--- config.mk ---
export PLATFORM = sky130hd
export DESIGN_NAME = adc045_emu
export DESIGN_NICKNAME = d
export VERILOG_FILES = /design/src/rtl/adc045_pkg.sv /design/src/rtl/adc045_spi_sync.sv /design/src/rtl/adc045_emu.sv
export SDC_FILE = /design/constraint.sdc
export NUM_CORES = 1
export LEC_CHECK = 0
export BUFFER_PORTS_ARGS = -buffer_cell sky130_fd_sc_hd__clkbuf_2
export CORE_ASPECT_RATIO = 1.5
export CORE_UTILIZATION = 46
export DETAILED_ROUTE_END_ITERATION = 8
export GPL_TIMING_DRIVEN = 0
export PLACE_DENSITY = 0.63
export SETUP_SLACK_MARGIN = 0.4
export SLEW_MARGIN = 20
export SYNTH_ARGS = -nofsm -noshare
export SYNTH_HDL_FRONTEND = slang
export SYNTH_HIERARCHICAL = 1
export SYNTH_SLANG_ARGS = --single-unit
--- constraint.sdc ---
create_clock -name clk -period 3.8 [get_ports clk]
set_input_delay 0.19 -clock clk [delete_from_list [all_inputs] [get_ports clk]]
set_output_delay 0.19 -clock clk [all_outputs]
set_load 0.03 [all_outputs]
--- src/rtl/adc045_pkg.sv ---
// Shared definitions for the ADC045 device-side emulator: opcodes, config
// field positions, sequencer states and the data-rate period multiplier.
package adc045_pkg;

   localparam logic [7:0] OP_RESET = 8'h06;
   localparam logic [7:0] OP_RDATA = 8'h12;
   localparam logic [7:0] OP_RREG  = 8'h20;
   localparam logic [7:0] OP_WREG  = 8'h40;

   localparam int CFG_W    = 14;
   localparam int SAMPLE_W = 24;

   localparam int POL_B     = 13;
   localparam int GAIN_MSB  = 12;
   localparam int GAIN_LSB  = 10;
   localparam int REF_B     = 9;
   localparam int MODE_B    = 8;
   localparam int DR_MSB    = 7;
   localparam int DR_LSB    = 6;
   localparam int T1_MSB    = 5;
   localparam int T1_LSB    = 4;
   localparam int SCALE_B   = 3;
   localparam int BUF_DIS_B = 2;
   localparam int T2_MSB    = 1;
   localparam int T2_LSB    = 0;

   typedef enum logic [2:0] {
      ST_IDLE,
      ST_CMD,
      ST_WR,
      ST_RD_SHIFT,
      ST_DONE
   } spi_state_t;

   function automatic int unsigned dr_mult(input logic [1:0] dr);
      case (dr)
         2'b00:   return 1;
         2'b01:   return 4;
         2'b10:   return 16;
         default: return 64;
      endcase
   endfunction

   // Field-wise copy so every defined config bit position is explicit.
   function automatic logic [CFG_W-1:0] cfg_from_word(input logic [CFG_W-1:0] w);
      logic [CFG_W-1:0] c;
      c = '0;
      c[POL_B]             = w[POL_B];
      c[GAIN_MSB:GAIN_LSB] = w[GAIN_MSB:GAIN_LSB];
      c[REF_B]             = w[REF_B];
      c[MODE_B]            = w[MODE_B];
      c[DR_MSB:DR_LSB]     = w[DR_MSB:DR_LSB];
      c[T1_MSB:T1_LSB]     = w[T1_MSB:T1_LSB];
      c[SCALE_B]           = w[SCALE_B];
      c[BUF_DIS_B]         = w[BUF_DIS_B];
      c[T2_MSB:T2_LSB]     = w[T2_MSB:T2_LSB];
      return c;
   endfunction

endpackage

--- src/rtl/adc045_spi_sync.sv ---
// 3-FF synchronizers for the asynchronous SPI pins, with single-cycle
// SCLK rise/fall and CS fall/rise pulses aligned to the synchronized DIN.
module adc045_spi_sync (
   input  logic clk,
   input  logic rst,
   input  logic sclk,
   input  logic cs,
   input  logic din,
   output logic sclk_rise,
   output logic sclk_fall,
   output logic cs_fall,
   output logic cs_rise,
   output logic din_s
);

   logic [3:0] sclk_q;
   logic [3:0] cs_q;
   logic [2:0] din_q;

   always_ff @(posedge clk) begin
      if (rst) begin
         sclk_q <= '0;
         cs_q   <= '1;
         din_q  <= '0;
      end else begin
         sclk_q <= {sclk_q[2:0], sclk};
         cs_q   <= {cs_q[2:0], cs};
         din_q  <= {din_q[1:0], din};
      end
   end

   // Stage 3 is the synchronized value; stage 4 only serves edge detection.
   assign sclk_rise = sclk_q[2] & ~sclk_q[3];
   assign sclk_fall = ~sclk_q[2] & sclk_q[3];
   assign cs_fall   = ~cs_q[2] & cs_q[3];
   assign cs_rise   = cs_q[2] & ~cs_q[3];
   assign din_s     = din_q[2];

endmodule

--- src/rtl/adc045_emu.sv ---
// ADC045 device-side emulator: SPI command slave, conversion timer and DRDY.
// Define ADC045_EMU_RAMP_EN to replace ch0_i/ch1_i with internal ramp counters.
module adc045_emu #(
   parameter int CONV_DIV = 1000,
   parameter int CMD_W    = 8
) (
   input  logic        clk,
   input  logic        rst,
   input  logic        SCLK,
   input  logic        CS,
   input  logic        DIN,
   output logic        DOUT,
   output logic        DRDY,
   input  logic        nRST,
   input  logic        START,
   input  logic [23:0] ch0_i,
   input  logic [23:0] ch1_i,
   output logic [13:0] cfg_o,
   output logic        conv_o,
   output logic        ch_o
);
   import adc045_pkg::*;

   localparam logic [4:0] CMD_LAST = 5'(CMD_W - 1);

   logic                dev_rst;
   logic [1:0]          nrst_q;
   logic                sclk_rise, sclk_fall, cs_fall, cs_rise, din_s;
   spi_state_t          state, state_nxt;
   logic [4:0]          bit_cnt, out_last;
   logic [12:0]         sh_in;
   logic [CFG_W-1:0]    sh_nxt;
   logic [SAMPLE_W-1:0] out_sr, data_reg, raw0, raw1, raw, sample;
   logic [CFG_W-1:0]    cfg;
   logic                dout_q, rd_is_data, rd_busy;
   logic                drdy_q, drdy_pend;
   logic                ld_rreg, ld_rdata, cfg_we, op_reset, bit_clr;
   logic [31:0]         timer, period;
   logic                tmr_clr, conv_hit, conv_q, ch_q, ch_next, cur_ch;

   always_ff @(posedge clk) begin
      if (rst) nrst_q <= '0;
      else     nrst_q <= {nrst_q[0], nRST};
   end
   assign dev_rst = rst | ~nrst_q[1];

   adc045_spi_sync u_sync (
      .clk       (clk),
      .rst       (rst),
      .sclk      (SCLK),
      .cs        (CS),
      .din       (DIN),
      .sclk_rise (sclk_rise),
      .sclk_fall (sclk_fall),
      .cs_fall   (cs_fall),
      .cs_rise   (cs_rise),
      .din_s     (din_s)
   );

   assign sh_nxt = {sh_in, din_s};

   always_ff @(posedge clk) begin
      if (dev_rst) state <= ST_IDLE;
      else         state <= state_nxt;
   end

   always_comb begin
      state_nxt = state;
      ld_rreg   = 1'b0;
      ld_rdata  = 1'b0;
      cfg_we    = 1'b0;
      op_reset  = 1'b0;
      bit_clr   = 1'b0;
      if (cs_rise) begin
         state_nxt = ST_IDLE;
      end else begin
         case (state)
            ST_IDLE: if (cs_fall) state_nxt = ST_CMD;
            ST_CMD: begin
               if (sclk_rise && bit_cnt == CMD_LAST) begin
                  bit_clr = 1'b1;
                  case (sh_nxt[CMD_W-1:0])
                     OP_RESET: begin op_reset = 1'b1; state_nxt = ST_DONE; end
                     OP_RDATA: begin ld_rdata = 1'b1; state_nxt = ST_RD_SHIFT; end
                     OP_RREG:  begin ld_rreg  = 1'b1; state_nxt = ST_RD_SHIFT; end
                     OP_WREG:  state_nxt = ST_WR;
                     default:  state_nxt = ST_DONE;
                  endcase
               end
            end
            ST_WR: begin
               if (sclk_rise && bit_cnt == 5'd15) begin
                  cfg_we    = 1'b1;
                  state_nxt = ST_DONE;
               end
            end
            ST_RD_SHIFT: if (sclk_fall && bit_cnt == out_last) state_nxt = ST_DONE;
            ST_DONE: state_nxt = ST_DONE;
            default: state_nxt = ST_IDLE;
         endcase
      end
   end

   assign rd_busy = (state == ST_RD_SHIFT) && rd_is_data;

   // Shift path: words are left-aligned in out_sr so the MSB is always bit 23.
   always_ff @(posedge clk) begin
      if (dev_rst) begin
         bit_cnt    <= '0;
         sh_in      <= '0;
         out_sr     <= '0;
         out_last   <= '0;
         rd_is_data <= 1'b0;
         dout_q     <= 1'b0;
         cfg        <= '0;
      end else begin
         if (cs_fall || bit_clr)
            bit_cnt <= '0;
         else if ((sclk_rise && (state == ST_CMD || state == ST_WR)) ||
                  (sclk_fall && state == ST_RD_SHIFT))
            bit_cnt <= bit_cnt + 5'd1;

         if (sclk_rise) sh_in <= sh_nxt[12:0];

         if (cs_rise)        dout_q <= 1'b0;
         else if (sclk_fall) dout_q <= (state == ST_RD_SHIFT) ? out_sr[SAMPLE_W-1] : 1'b0;

         if (ld_rreg) begin
            out_sr     <= {2'b00, cfg, 8'h00};
            out_last   <= 5'd15;
            rd_is_data <= 1'b0;
         end else if (ld_rdata) begin
            out_sr     <= data_reg;
            out_last   <= 5'd23;
            rd_is_data <= 1'b1;
         end else if (sclk_fall && state == ST_RD_SHIFT) begin
            out_sr <= {out_sr[SAMPLE_W-2:0], 1'b0};
         end

         if (op_reset)    cfg <= '0;
         else if (cfg_we) cfg <= cfg_from_word(sh_nxt);
      end
   end

`ifdef ADC045_EMU_RAMP_EN
   logic [SAMPLE_W-1:0] ramp0, ramp1;
   always_ff @(posedge clk) begin
      if (dev_rst) begin
         ramp0 <= '0;
         ramp1 <= '0;
      end else if (conv_hit) begin
         ramp0 <= ramp0 + 24'd1;
         ramp1 <= ramp1 - 24'd1;
      end
   end
   assign raw0 = ramp0;
   assign raw1 = ramp1;
`else
   assign raw0 = ch0_i;
   assign raw1 = ch1_i;
`endif

   assign cur_ch = cfg[MODE_B] & ch_next;
   assign raw    = cur_ch ? raw1 : raw0;
   // Negation saturates so full-scale negative maps to full-scale positive.
   assign sample = !cfg[POL_B] ? raw :
                   (raw == 24'h800000) ? 24'h7FFFFF : (~raw + 24'd1);

   assign period   = 32'(CONV_DIV) * dr_mult(cfg[DR_MSB:DR_LSB]);
   assign tmr_clr  = !START || op_reset ||
                     (cfg_we && (sh_nxt[DR_MSB:DR_LSB] != cfg[DR_MSB:DR_LSB]));
   assign conv_hit = !tmr_clr && (timer == period - 32'd1);

   always_ff @(posedge clk) begin
      if (dev_rst) begin
         timer     <= '0;
         ch_next   <= 1'b0;
         conv_q    <= 1'b0;
         ch_q      <= 1'b0;
         data_reg  <= '0;
         drdy_q    <= 1'b1;
         drdy_pend <= 1'b0;
      end else begin
         conv_q <= conv_hit;
         if (tmr_clr) begin
            timer   <= '0;
            ch_next <= 1'b0;
         end else if (conv_hit) begin
            timer   <= '0;
            ch_next <= cfg[MODE_B] & ~ch_next;
         end else begin
            timer <= timer + 32'd1;
         end

         if (conv_hit) begin
            data_reg <= sample;
            ch_q     <= cur_ch;
         end

         // A conversion during an RDATA shift defers DRDY until CS rises.
         if (conv_hit && rd_busy && !cs_rise) drdy_pend <= 1'b1;
         else if (cs_rise)                    drdy_pend <= 1'b0;

         if (conv_hit && (!rd_busy || cs_rise))             drdy_q <= 1'b0;
         else if (cs_rise && drdy_pend)                     drdy_q <= 1'b0;
         else if (sclk_fall && rd_busy && bit_cnt == 5'd0)  drdy_q <= 1'b1;
      end
   end

   assign DOUT   = dout_q & ~CS;
   assign DRDY   = drdy_q;
   assign cfg_o  = cfg;
   assign conv_o = conv_q;
   assign ch_o   = ch_q;

endmodule

==> key figures, run 1 <==
Synthesis
  • #FFs+latches synth: 137
  • Sequential share of the synthesized area: 0.3790
  • Ys flop type: dfxtp_1
  • Fraction of registers with async set/reset: 0
  • Gate Count Post-Synth: 825
  • Mapped Nets: 890
  • Cell type with the highest aggregate area in the netlist: dfxtp_1
  • Mapped Area: 7237 sq um
  • Post-synth EDFFs: 0
  • Top post-synthesis cells by area: dfxtp_1 38%, mux2i_1 10%, nor2_1 5.5%, xor2_1 3.9%, xnor2_1 3.6%
  • YS warnings: 6
  • Average size of a mapped cell: 8.772 sq um
  • Area share of the largest cell type after synthesis: 0.3790
  • Yosys cell types: 75

Floorplan
  • DIE AREA: 16,250 sq um
  • I/O pin cnt: 73
  • Core footprint: 15,210 sq um
  • Site Rows: 55
  • Die Y: 155.6 um
  • Starting density of the core: 0.4759
  • Die extent in x: 104.4 um

Power
  • Tot Pwr: 3.227 mW
  • Register share of total power: 0.447
  • Internal: 2.481 mW
  • Sw power: 0.7463 mW
  • Power per Cell Area: 373.9 nW/um^2
  • Leak pwr: 3.433 nW
  • Worst VDD drop: 0.2789 mV
  • Clk pwr share: 0.511
  • Gate power share: 0.042
  • Switch share: 0.2313

Timing
  • Max_slew headroom: 0.3857
  • RSZ-0062 raised after global routing: true
  • Max Slew Vio Count: 0
  • Final Critical Period: 3.263 ns
  • Fmax: 0.3065 GHz
  • # setup viols final: 0
  • Final period util: 0.8587
  • Hold Fails Final Rpt: 0
  • TNS Setup: 0 ns
  • Worst Tran Pin Value: 0.9130 ns
  • Worst Skew: 0.009555 ns

GRT
  • Vias in the first global route: 5,959
  • Antenna violations before repair: 0
  • Total gr overflow: 0
  • First-pass GRT wire length: 29,370 um
  • Largest net degree at the start of global routing: 17
  • Gr usage total: 0.2226

Placed design
  • # placed instances: 1,096
  • Dpl hpwl: 13,320 um
  • IO Port Bufs: 72
  • RePlAce Congestion: 0.8181

Drt
  • Routed length per instance: 15.63 um
  • DR vias: 6,136
  • DRC violations left: 0
  • Total routed wirelength: 17,710 um
  • ANT nets after route: 0
  • Drt pass-1 iters: 7
  • DR vias/cell: 5.416
  • 1st-iter DRT viols: 303

Cells and area
  • Area grow syn2layout: 19.26%
  • Most common cell after layout, fill and taps aside: dfxtp_1
  • Fin nets: 986
  • Util after Layout: 0.5675
  • Most frequent cells in the layout: 136 x dfxtp_1, 106 x nor2_1, 72 x mux2i_1, 72 x clkbuf_2, 50 x nand2_1
  • Max FFs per register: 32
  • Non-Filler Instances: 1,133
  • Layout cells sized above 1: 0.1799
  • Layout fillers: 1,409
  • Ant diodes: 0

Critical path
  • R2r startpoint: cfg_o[8]
  • CP startpoint: cfg_o[8]
  • CP Max Fanout: 10
  • CP Capture Point: data_reg[20]
  • Crit end category: flop
  • WS Path Type: flop to flop
  • R2R Setup Slk: 0.54 ns
  • Worst Path Required: 4.10 ns
  • FF-to-FF End: data_reg[20]
  • Cells on worst reg2reg path: 15
  • CP Data Arrival Time: 3.57 ns
  • CP startpoint kind: flop

Clock tree
  • CTS tree: built
  • Clk sinks: 137
  • Clock buffers created by TritonCTS: 17
  • Latest clock arrival within the worst-skew pair: 0.42 ns
  • CTS max path bufs: 2
  • Reg clk slew, reported paths: 0.07 ns
  • Root Driver: clkbuf_16
  • H-tree lvl count: 4

Flow run
  • Max-cap violations: 0

Worst hold path
  • Hold Path Depth: 2
  • Worst hold path class: input pin to flop

Status
  • Status: complete, no violations
-- worst min path at each step --
stage / from / end
3_3_place_gp: CS / u_sync/cs_q[0]
2_1_floorplan: rst / nrst_q[0]
4_1_cts: DIN / u_sync/din_q[0]
3_5_place_dp: u_sync/cs_q[0] / u_sync/cs_q[1]
5_1_grt: DIN / u_sync/din_q[0]
6_report: DIN / u_sync/din_q[0]
-- synthesized netlist by cell type (12+ instances only) --
library cell,count
a211oi_1,17
a21oi_1,40
a22o_1,14
buf_2,19
clkbuf_1,18
dfxtp_1,137
inv_1,12
mux2i_1,73
nand2_1,50
nand3_1,22
nand4_1,12
nor2_1,106
nor2b_1,18
nor3_1,17
o21ai_0,48
xnor2_1,30
xor2_1,32
-- routing by layer --
metal,track usage,part of all wire,vias to the layer above
met4,0.08503,0.023,0
met5,0,0,-
met2,0.3951,0.50,119
met1,0.2694,0.45,2828
met3,0.03342,0.024,31
li1,-,-,3158
-- worst max-delay path, cell delays in order (launching register included) --
cell	delay (ns)
dfxtp_4	0.37
buf_6	0.14
buf_8	0.15
nand2_1	0.11
buf_6	0.17
buf_8	0.16
buf_6	0.16
a21boi_4	0.18
ha_4	0.17
nor4b_4	0.25
a32oi_2	0.17
or3_1	0.34
buf_6	0.16
o41ai_4	0.35
xor2_1	0.17
a21oi_1	0.08
-- final cells by class --
class | count | area [sq um] | share of cell area
multi-input cells | 623 | 4268 | 0.4945
flip-flops and latches | 137 | 2746 | 0.3182
clock buffers | 17 | 425.4 | 0.04929
repair buffers | 77 | 405.4 | 0.04697
plain buffers | 53 | 325.3 | 0.03769
well taps | 199 | 249.0 | 0.02885
clock inverters | 15 | 166.4 | 0.01928
inverters | 12 | 45.04 | 0.005219
-- cells by family after synthesis --
| logic type | synth area share |
|---|---|
| AND/OR/NAND/NOR | 0.2201 |
| AO/OA/AOI/OAI | 0.1603 |
| flip-flops | 0.3790 |
| multiplexers | 0.1025 |
| buffers and inverters | 0.04581 |
| XOR/XNOR | 0.07503 |
| adder cells (fa/ha/maj) | 0.01729 |
-- repair_timing --
action	4_1_cts	5_1_grt
hold endpoints to repair	3	0
hold buffers	3	0
setup buffers	1	1
endpoints found under the setup margin	24	21
pin swaps	4	3
resized for setup	17	7
gates cloned	0	0
-- per-stage QoR --
stage	area [sq um]	hold slack (ns)	setup WS, ns
floorplan	7264	0.2616	0.4562
global placement	7874	0.3922	-0.2861
detailed placement	7874	0.3962	-0.3296
CTS	8586	0.004915	0.4317
global route	8631	0.01364	0.3688
finish	8631	0.005139	0.5370
-- power by group through the flow --
stage | logic (mW) | clock network [mW] | registers, mW
floorplan | 0.0678 | 0 | 1.47
global placement | 0.125 | 0 | 1.48
detailed placement | 0.125 | 0 | 1.48
CTS | 0.132 | 1.67 | 1.44
global route | 0.147 | 1.74 | 1.44
finish | 0.134 | 1.65 | 1.44
Note: power is estimated with default switching activity, not from simulation.
==> inputs of run 2 (changes only) <==
Settings changed: CELL_PAD_IN_SITES_DETAIL_PLACEMENT from default to 0, CELL_PAD_IN_SITES_GLOBAL_PLACEMENT from default to 1, CORE_UTILIZATION 46 to 45, PLACE_DENSITY 0.63 to 0.78.
==> run 2 against run 1 <==
Compared with the run above:
- the run now ends with hold timing left
- critical path depth unchanged
- die area is 2.2% higher
- routed wire length increased by 7.5%
- via count is 2.8% higher
- worst hold slack got worse by 0.0058 ns
- clock skew grew 0.0072 ns
- combinational power about the same
- final cell count rose by 0.26%
- highest routed layer unchanged
==> key figures, run 2 (synthesis gave the netlist of run 1 again) <==
Status
  • Status: finished with violations
  • Failing checks: hold timing

Floorplan
  • DIE AREA: 16,600 sq um (+2.2%)
  • Starting density of the core: 0.4611 (-0.01476)
  • I/O pin cnt: 73 (unchanged)
  • Core footprint: 15,700 sq um (+3.2%)
  • Die Y: 157.3 um (+1.1%)
  • Die extent in x: 105.5 um (+1.1%)
  • Site Rows: 56 (+1.8%)

Worst hold path
  • Hold Path Depth: 2 (unchanged)
  • HP Start: DIN
  • Hold path endpoint: u_sync/din_q[0]
  • Worst hold path class: input pin to flop

Placed design
  • RePlAce Congestion: 0.8625 (+5.4%)
  • IO Port Bufs: 72 (unchanged)
  • Dpl hpwl: 14,940 um (+12%)
  • # placed instances: 1,100 (+0.36%)
  • DP Area: 7879 sq um (about the same)
  • Post-Place Worst Slack: -0.3429 ns (-0.01325 ns)

GRT
  • Vias in the first global route: 6,404 (+7.5%)
  • Largest net degree at the start of global routing: 17 (unchanged)
  • Antenna violations before repair: 0 (unchanged)
  • First-pass GRT wire length: 30,970 um (+5.5%)
  • Total gr overflow: 0 (unchanged)
  • Gr usage total: 0.2360 (+0.01338)

Power
  • Switch share: 0.2498 (+0.01860)
  • Power per Cell Area: 367.0 nW/um^2 (-1.9%)
  • Clk pwr share: 0.502 (-0.009)
  • Tot Pwr: 3.169 mW (-1.8%)
  • Gate power share: 0.043 (about the same)
  • Register share of total power: 0.455 (+0.008)
  • Leak pwr: 3.436 nW (about the same)
  • Internal: 2.378 mW (-4.2%)
  • Worst VDD drop: 0.3034 mV (+8.8%)
  • Sw power: 0.7919 mW (+6.1%)

Cells and area
  • Cell area after layout: 8637 sq um (about the same)
  • Non-Filler Instances: 1,136 (+0.26%)
  • Most common cell after layout, fill and taps aside: dfxtp_1
  • Layout fillers: 1,506 (+6.9%)
  • Area grow syn2layout: 19.35% (about the same)
  • Most frequent cells in the layout: 136 x dfxtp_1, 106 x nor2_1, 72 x mux2i_1, 72 x clkbuf_2, 50 x nand2_1
  • Ant diodes: 0 (unchanged)
  • Util after Layout: 0.5503 (-0.01720)
  • Max FFs per register: 32 (unchanged)
  • Fin nets: 985 (-0.10%)
  • Layout cells sized above 1: 0.1811 (+0.001265)

Drt
  • DR vias: 6,306 (+2.8%)
  • Total routed wirelength: 19,040 um (+7.5%)
  • Drt pass-1 iters: 4 (-3)
  • DRC violations left: 0 (unchanged)
  • DR vias/cell: 5.551 (+2.5%)
  • 1st-iter DRT viols: 252 (-17%)
  • ANT nets after route: 0 (unchanged)
  • Routed length per instance: 16.76 um (+7.2%)

Critical path
  • CP startpoint: ch_next
  • CP Max Fanout: 10 (unchanged)
  • CP startpoint kind: flop
  • WS Path Type: flop to flop
  • Cells on worst reg2reg path: 15 (unchanged)
  • R2R Setup Slk: 0.51 ns (-0.03 ns)
  • R2r startpoint: ch_next
  • Crit end category: flop
  • Worst Path Required: 4.10 ns (about the same)
  • FF-to-FF End: data_reg[22]
  • CP Data Arrival Time: 3.59 ns (+0.02 ns)

Timing
  • Final setup margin: 0.5090 ns (-0.02798 ns)
  • # setup viols final: 0 (unchanged)
  • RSZ-0062 raised after global routing: false
  • Final period util: 0.8660 (+0.007363)
  • Worst Skew: 0.01680 ns (+0.007246 ns)
  • TNS Setup: 0 ns (unchanged)
  • Hold Fails Final Rpt: 1 (+1)
  • Final Critical Period: 3.291 ns (+0.02798 ns)
  • Max Slew Vio Count: 0 (unchanged)
  • Fmax: 0.3039 GHz (-0.85%)
  • Hold Slack: -0.0006359 ns (-0.005775 ns)
  • Worst Tran Pin Value: 0.8945 ns (-0.01852 ns)
  • Max_slew headroom: 0.3982 (+0.01246)

Clock tree
  • Clk sinks: 137 (unchanged)
  • Root Driver: clkbuf_16
  • Latest clock arrival within the worst-skew pair: 0.42 ns (about the same)
  • H-tree lvl count: 4 (unchanged)
  • CTS max path bufs: 2 (unchanged)
  • CTS tree: built
  • Reg clk slew, reported paths: 0.07 ns (about the same)
  • Clock buffers created by TritonCTS: 17 (unchanged)

Flow run
  • Max-cap violations: 0 (unchanged)
run 2: how the worst max path moves through the flow:
stage | slack, ns | to
final | 0.51 | data_reg[22]
after global routing | 0.39 | data_reg[1]
after floorplan | 0.46 | data_reg[20]
after CTS | 0.42 | data_reg[22]
after global placement | -0.23 | data_reg[14]
after detailed placement | -0.34 | data_reg[17]
run 2: layout make-up:
| cell class | count | area [sq um] | share of cell area |
|---|---|---|---|
| Tap cell | 203 | 254.0 | 0.02941 |
| Clock buffer | 17 | 425.4 | 0.04925 |
| Multi-Input combinational cell | 623 | 4299 | 0.4978 |
| Sequential cell | 137 | 2744 | 0.3177 |
| Timing Repair Buffer | 76 | 392.9 | 0.04549 |
| Inverter | 12 | 45.04 | 0.005215 |
| Buffer | 53 | 334.1 | 0.03868 |
| Clock inverter | 15 | 142.6 | 0.01651 |
run 2: routing by layer:
metal	routed length, um	vias to the layer above	part of all wire	track usage
li1	-	3144	-	-
met1	7396	2965	0.39	0.2376
met2	10530	156	0.55	0.4734
met3	552	41	0.029	0.02940
met4	563	0	0.030	0.1111
met5	0	-	0	0
run 2: critical path, cell delays in order, from the launching register on:
cell and delay, ns:
dfxtp_1 0.33, buf_6 0.15, buf_8 0.14, nand2_1 0.10, buf_6 0.17, buf_6 0.16
buf_6 0.17, a21boi_4 0.17, ha_4 0.17, nor4b_4 0.29, a32oi_2 0.17, or3_1 0.34
buf_6 0.17, o41ai_4 0.36, xnor2_1 0.18, a21oi_1 0.09
run 2: power groups by stage:
stage	Sequential (mW)	Clock, mW	Combinational (mW)
floorplan	1.47	0	0.0678
global placement	1.48	0	0.123
detailed placement	1.48	0	0.126
CTS	1.44	1.62	0.130
global route	1.44	1.68	0.149
finish	1.44	1.59	0.136
run 2: repair_timing:
item | in CTS | in global routing
hold endpoints to repair | 1 | 0
buffers inserted | 1 | 2
pin swaps | 3 | 3
hold buffers | 1 | 0
setup endpoints to repair | 24 | 21
resized for setup | 19 | 9
==> inputs of run 3 (changes only) <==
Settings changed: CELL_PAD_IN_SITES_DETAIL_PLACEMENT 0 to 1.
==> run 3 against run 2 <==
Compared with the run above:
- the flow now finishes without violations
- die area stayed put
- global-route usage is 3.5 points higher
- clock skew is 0.0020 ns lower
- largest cell class unchanged
==> key figures, run 3 (synthesis gave the netlist of run 1 again) <==
Power
  • Worst VDD drop: 0.3057 mV (+0.75%)
  • Leak pwr: 3.431 nW (-0.12%)
  • Power per Cell Area: 366.4 nW/um^2 (-0.15%)

GRT
  • Vias in the first global route: 7,106 (+11%)
  • First-pass GRT wire length: 35,020 um (+13%)
  • Grt met1 use: 0.2536 (+0.01599)
  • Total gr overflow: 0 (unchanged)
  • Met3 usage: 0.04638 (+0.01698)
  • Gr busiest metal: met2
  • Largest net degree at the start of global routing: 17 (unchanged)
  • Met2 usage: 0.5580 (+0.08459)
  • Gr usage total: 0.2707 (+0.03470)
  • Antenna violations before repair: 0 (unchanged)

Floorplan
  • Die extent in x: 105.5 um (unchanged)
  • DIE AREA: 16,600 sq um (unchanged)
  • Site Rows: 56 (unchanged)
  • I/O pin cnt: 73 (unchanged)
  • Starting density of the core: 0.4611 (unchanged)
  • Core footprint: 15,700 sq um (unchanged)
  • Die Y: 157.3 um (unchanged)

Critical path
  • Cells on worst reg2reg path: 15 (unchanged)
  • FF-to-FF End: data_reg[22]
  • R2r startpoint: ch_next
  • Max stage delay on crit path: 0.37 ns (about the same)
  • Crit end category: flop
  • CP startpoint: ch_next
  • WS Path Type: flop to flop
  • Crit path cell chain: buf_6, buf_8, nand2_2, buf_6, buf_6, buf_6, a21boi_4, ha_4, nor4b_4, a32oi_2, or3_1, buf_6, o41ai_4, xnor2_1, a21oi_1
  • CP Max Fanout: 10 (unchanged)
  • CP startpoint kind: flop
  • Worst Path Required: 4.10 ns (about the same)
  • R2R Setup Slk: 0.52 ns (about the same)
  • Critical Path Most Common Cell: buf_6
  • CP Data Arrival Time: 3.58 ns (about the same)
  • Worst path slowest cell: o41ai_4

Drt
  • DR vias/cell: 5.708 (+2.8%)
  • Total routed wirelength: 21,710 um (+14%)
  • Routed length per instance: 19.02 um (+13%)
  • DRC violations left: 0 (unchanged)
  • ANT nets after route: 0 (unchanged)
  • DR vias: 6,513 (+3.3%)
  • 1st-iter DRT viols: 204 (-19%)
  • Drt pass-1 iters: 4 (unchanged)

Clock tree
  • Clock buffers created by TritonCTS: 17 (unchanged)
  • Latest clock arrival within the worst-skew pair: 0.42 ns (about the same)
  • Reg clk slew, reported paths: 0.06 ns (about the same)
  • H-tree lvl count: 4 (unchanged)
  • Clk sinks: 137 (unchanged)
  • Root Driver: clkbuf_16
  • CTS max path bufs: 2 (unchanged)
  • CTS tree: built

Placed design
  • IO Port Bufs: 72 (unchanged)
  • # placed instances: 1,100 (unchanged)
  • Dpl hpwl: 16,540 um (+11%)
  • Post-Place Worst Slack: -0.4076 ns (-0.06471 ns)
  • RePlAce Congestion: 0.8625 (unchanged)

Cells and area
  • Fin nets: 990 (+0.51%)
  • Most frequent cells in the layout: 136 x dfxtp_1, 106 x nor2_1, 72 x mux2i_1, 72 x clkbuf_2, 49 x nand2_1
  • Util after Layout: 0.5525 (+0.002232)
  • Ant diodes: 0 (unchanged)
  • Non-Filler Instances: 1,141 (+0.44%)
  • Area grow syn2layout: 19.83%
  • Layout cells sized above 1: 0.1823 (+0.001167)
  • Most common cell after layout, fill and taps aside: dfxtp_1
  • Max FFs per register: 32 (unchanged)

Timing
  • Final Critical Period: 3.284 ns (-0.006722 ns)
  • Max Slew Vio Count: 0 (unchanged)
  • RSZ-0062 raised after global routing: false
  • Hold Slack: 0.02018 ns (+0.02082 ns)
  • Max_slew headroom: 0.3149 (-0.08325)
  • Fmax: 0.3045 GHz (+0.20%)
  • Final setup margin: 0.5158 ns (+0.006722 ns)
  • Worst Tran Pin Value: 1.018 ns (+0.1237 ns)
  • Hold Fails Final Rpt: 0 (-1)
  • Worst Skew: 0.01481 ns (-0.001992 ns)
  • # setup viols final: 0 (unchanged)
  • Final period util: 0.8643 (-0.001769)

Status
  • Status: complete, no violations

Worst hold path
  • Hold path endpoint: u_sync/din_q[2]
  • Hold Path Depth: 2 (unchanged)
  • Worst hold path class: input pin to flop
  • HP Start: rst

Flow run
  • Max-cap violations: 0 (unchanged)
## run 3: worst max-delay path by stage
stage                   endpoint  cells after the start  slack (ns)
floorplan           data_reg[20]                     15        0.46
global placement    data_reg[14]                     16       -0.23
detailed placement  data_reg[17]                     16       -0.41
CTS                 data_reg[22]                     14        0.40
global route        data_reg[20]                     15        0.40
finish              data_reg[22]                     15        0.52
## run 3: report_power, final
group | switching, mW | internal (mW)
combinational | 0.0802 | 0.0616
clock | 0.677 | 0.915
sequential | 0.00228 | 1.44
## run 3: critical path, delay by kind of cell (launching register included)
kind / cells / cell delay (ns)
buffers and inverters: 6 / 0.94
AO/OA/AOI/OAI: 4 / 0.82
AND/OR/NAND/NOR: 3 / 0.70
flip-flops: 1 / 0.33
adder cells (fa/ha/maj): 1 / 0.18
XOR/XNOR: 1 / 0.18
## run 3: metrics by stage
step | power (mW) | cell area (sq um) | TNS, ns
after floorplan | 1.542 | 7264 | 0
after global placement | 1.598 | 7879 | -3.251
after detailed placement | 1.604 | 7879 | -6.759
after CTS | 3.194 | 8608 | 0
after global routing | 3.273 | 8672 | 0
final | 3.177 | 8672 | 0
## run 3: final cells by class
class,count,area [sq um]
Timing Repair Buffer,81,437.9
Multi-Input combinational cell,623,4290
Tap cell,203,254.0
Buffer,53,334.1
Inverter,12,45.04
Clock buffer,18,429.2
Fill cell,1881,7023
Clock inverter,14,137.6
Sequential cell,137,2744
## run 3: timing repair
item	in CTS	in global routing
pin swaps	2	2
setup endpoints to repair	24	21
buffers inserted	1	4
hold endpoints to repair	4	0
hold buffers	4	0
gates resized for setup	22	6
## run 3: per-layer routing
layer  vias up  routed length, um
met2       135              12370
met5         -                  0
met1      3185               8137
met4         0                676
li1       3145                  -
met3        48                518
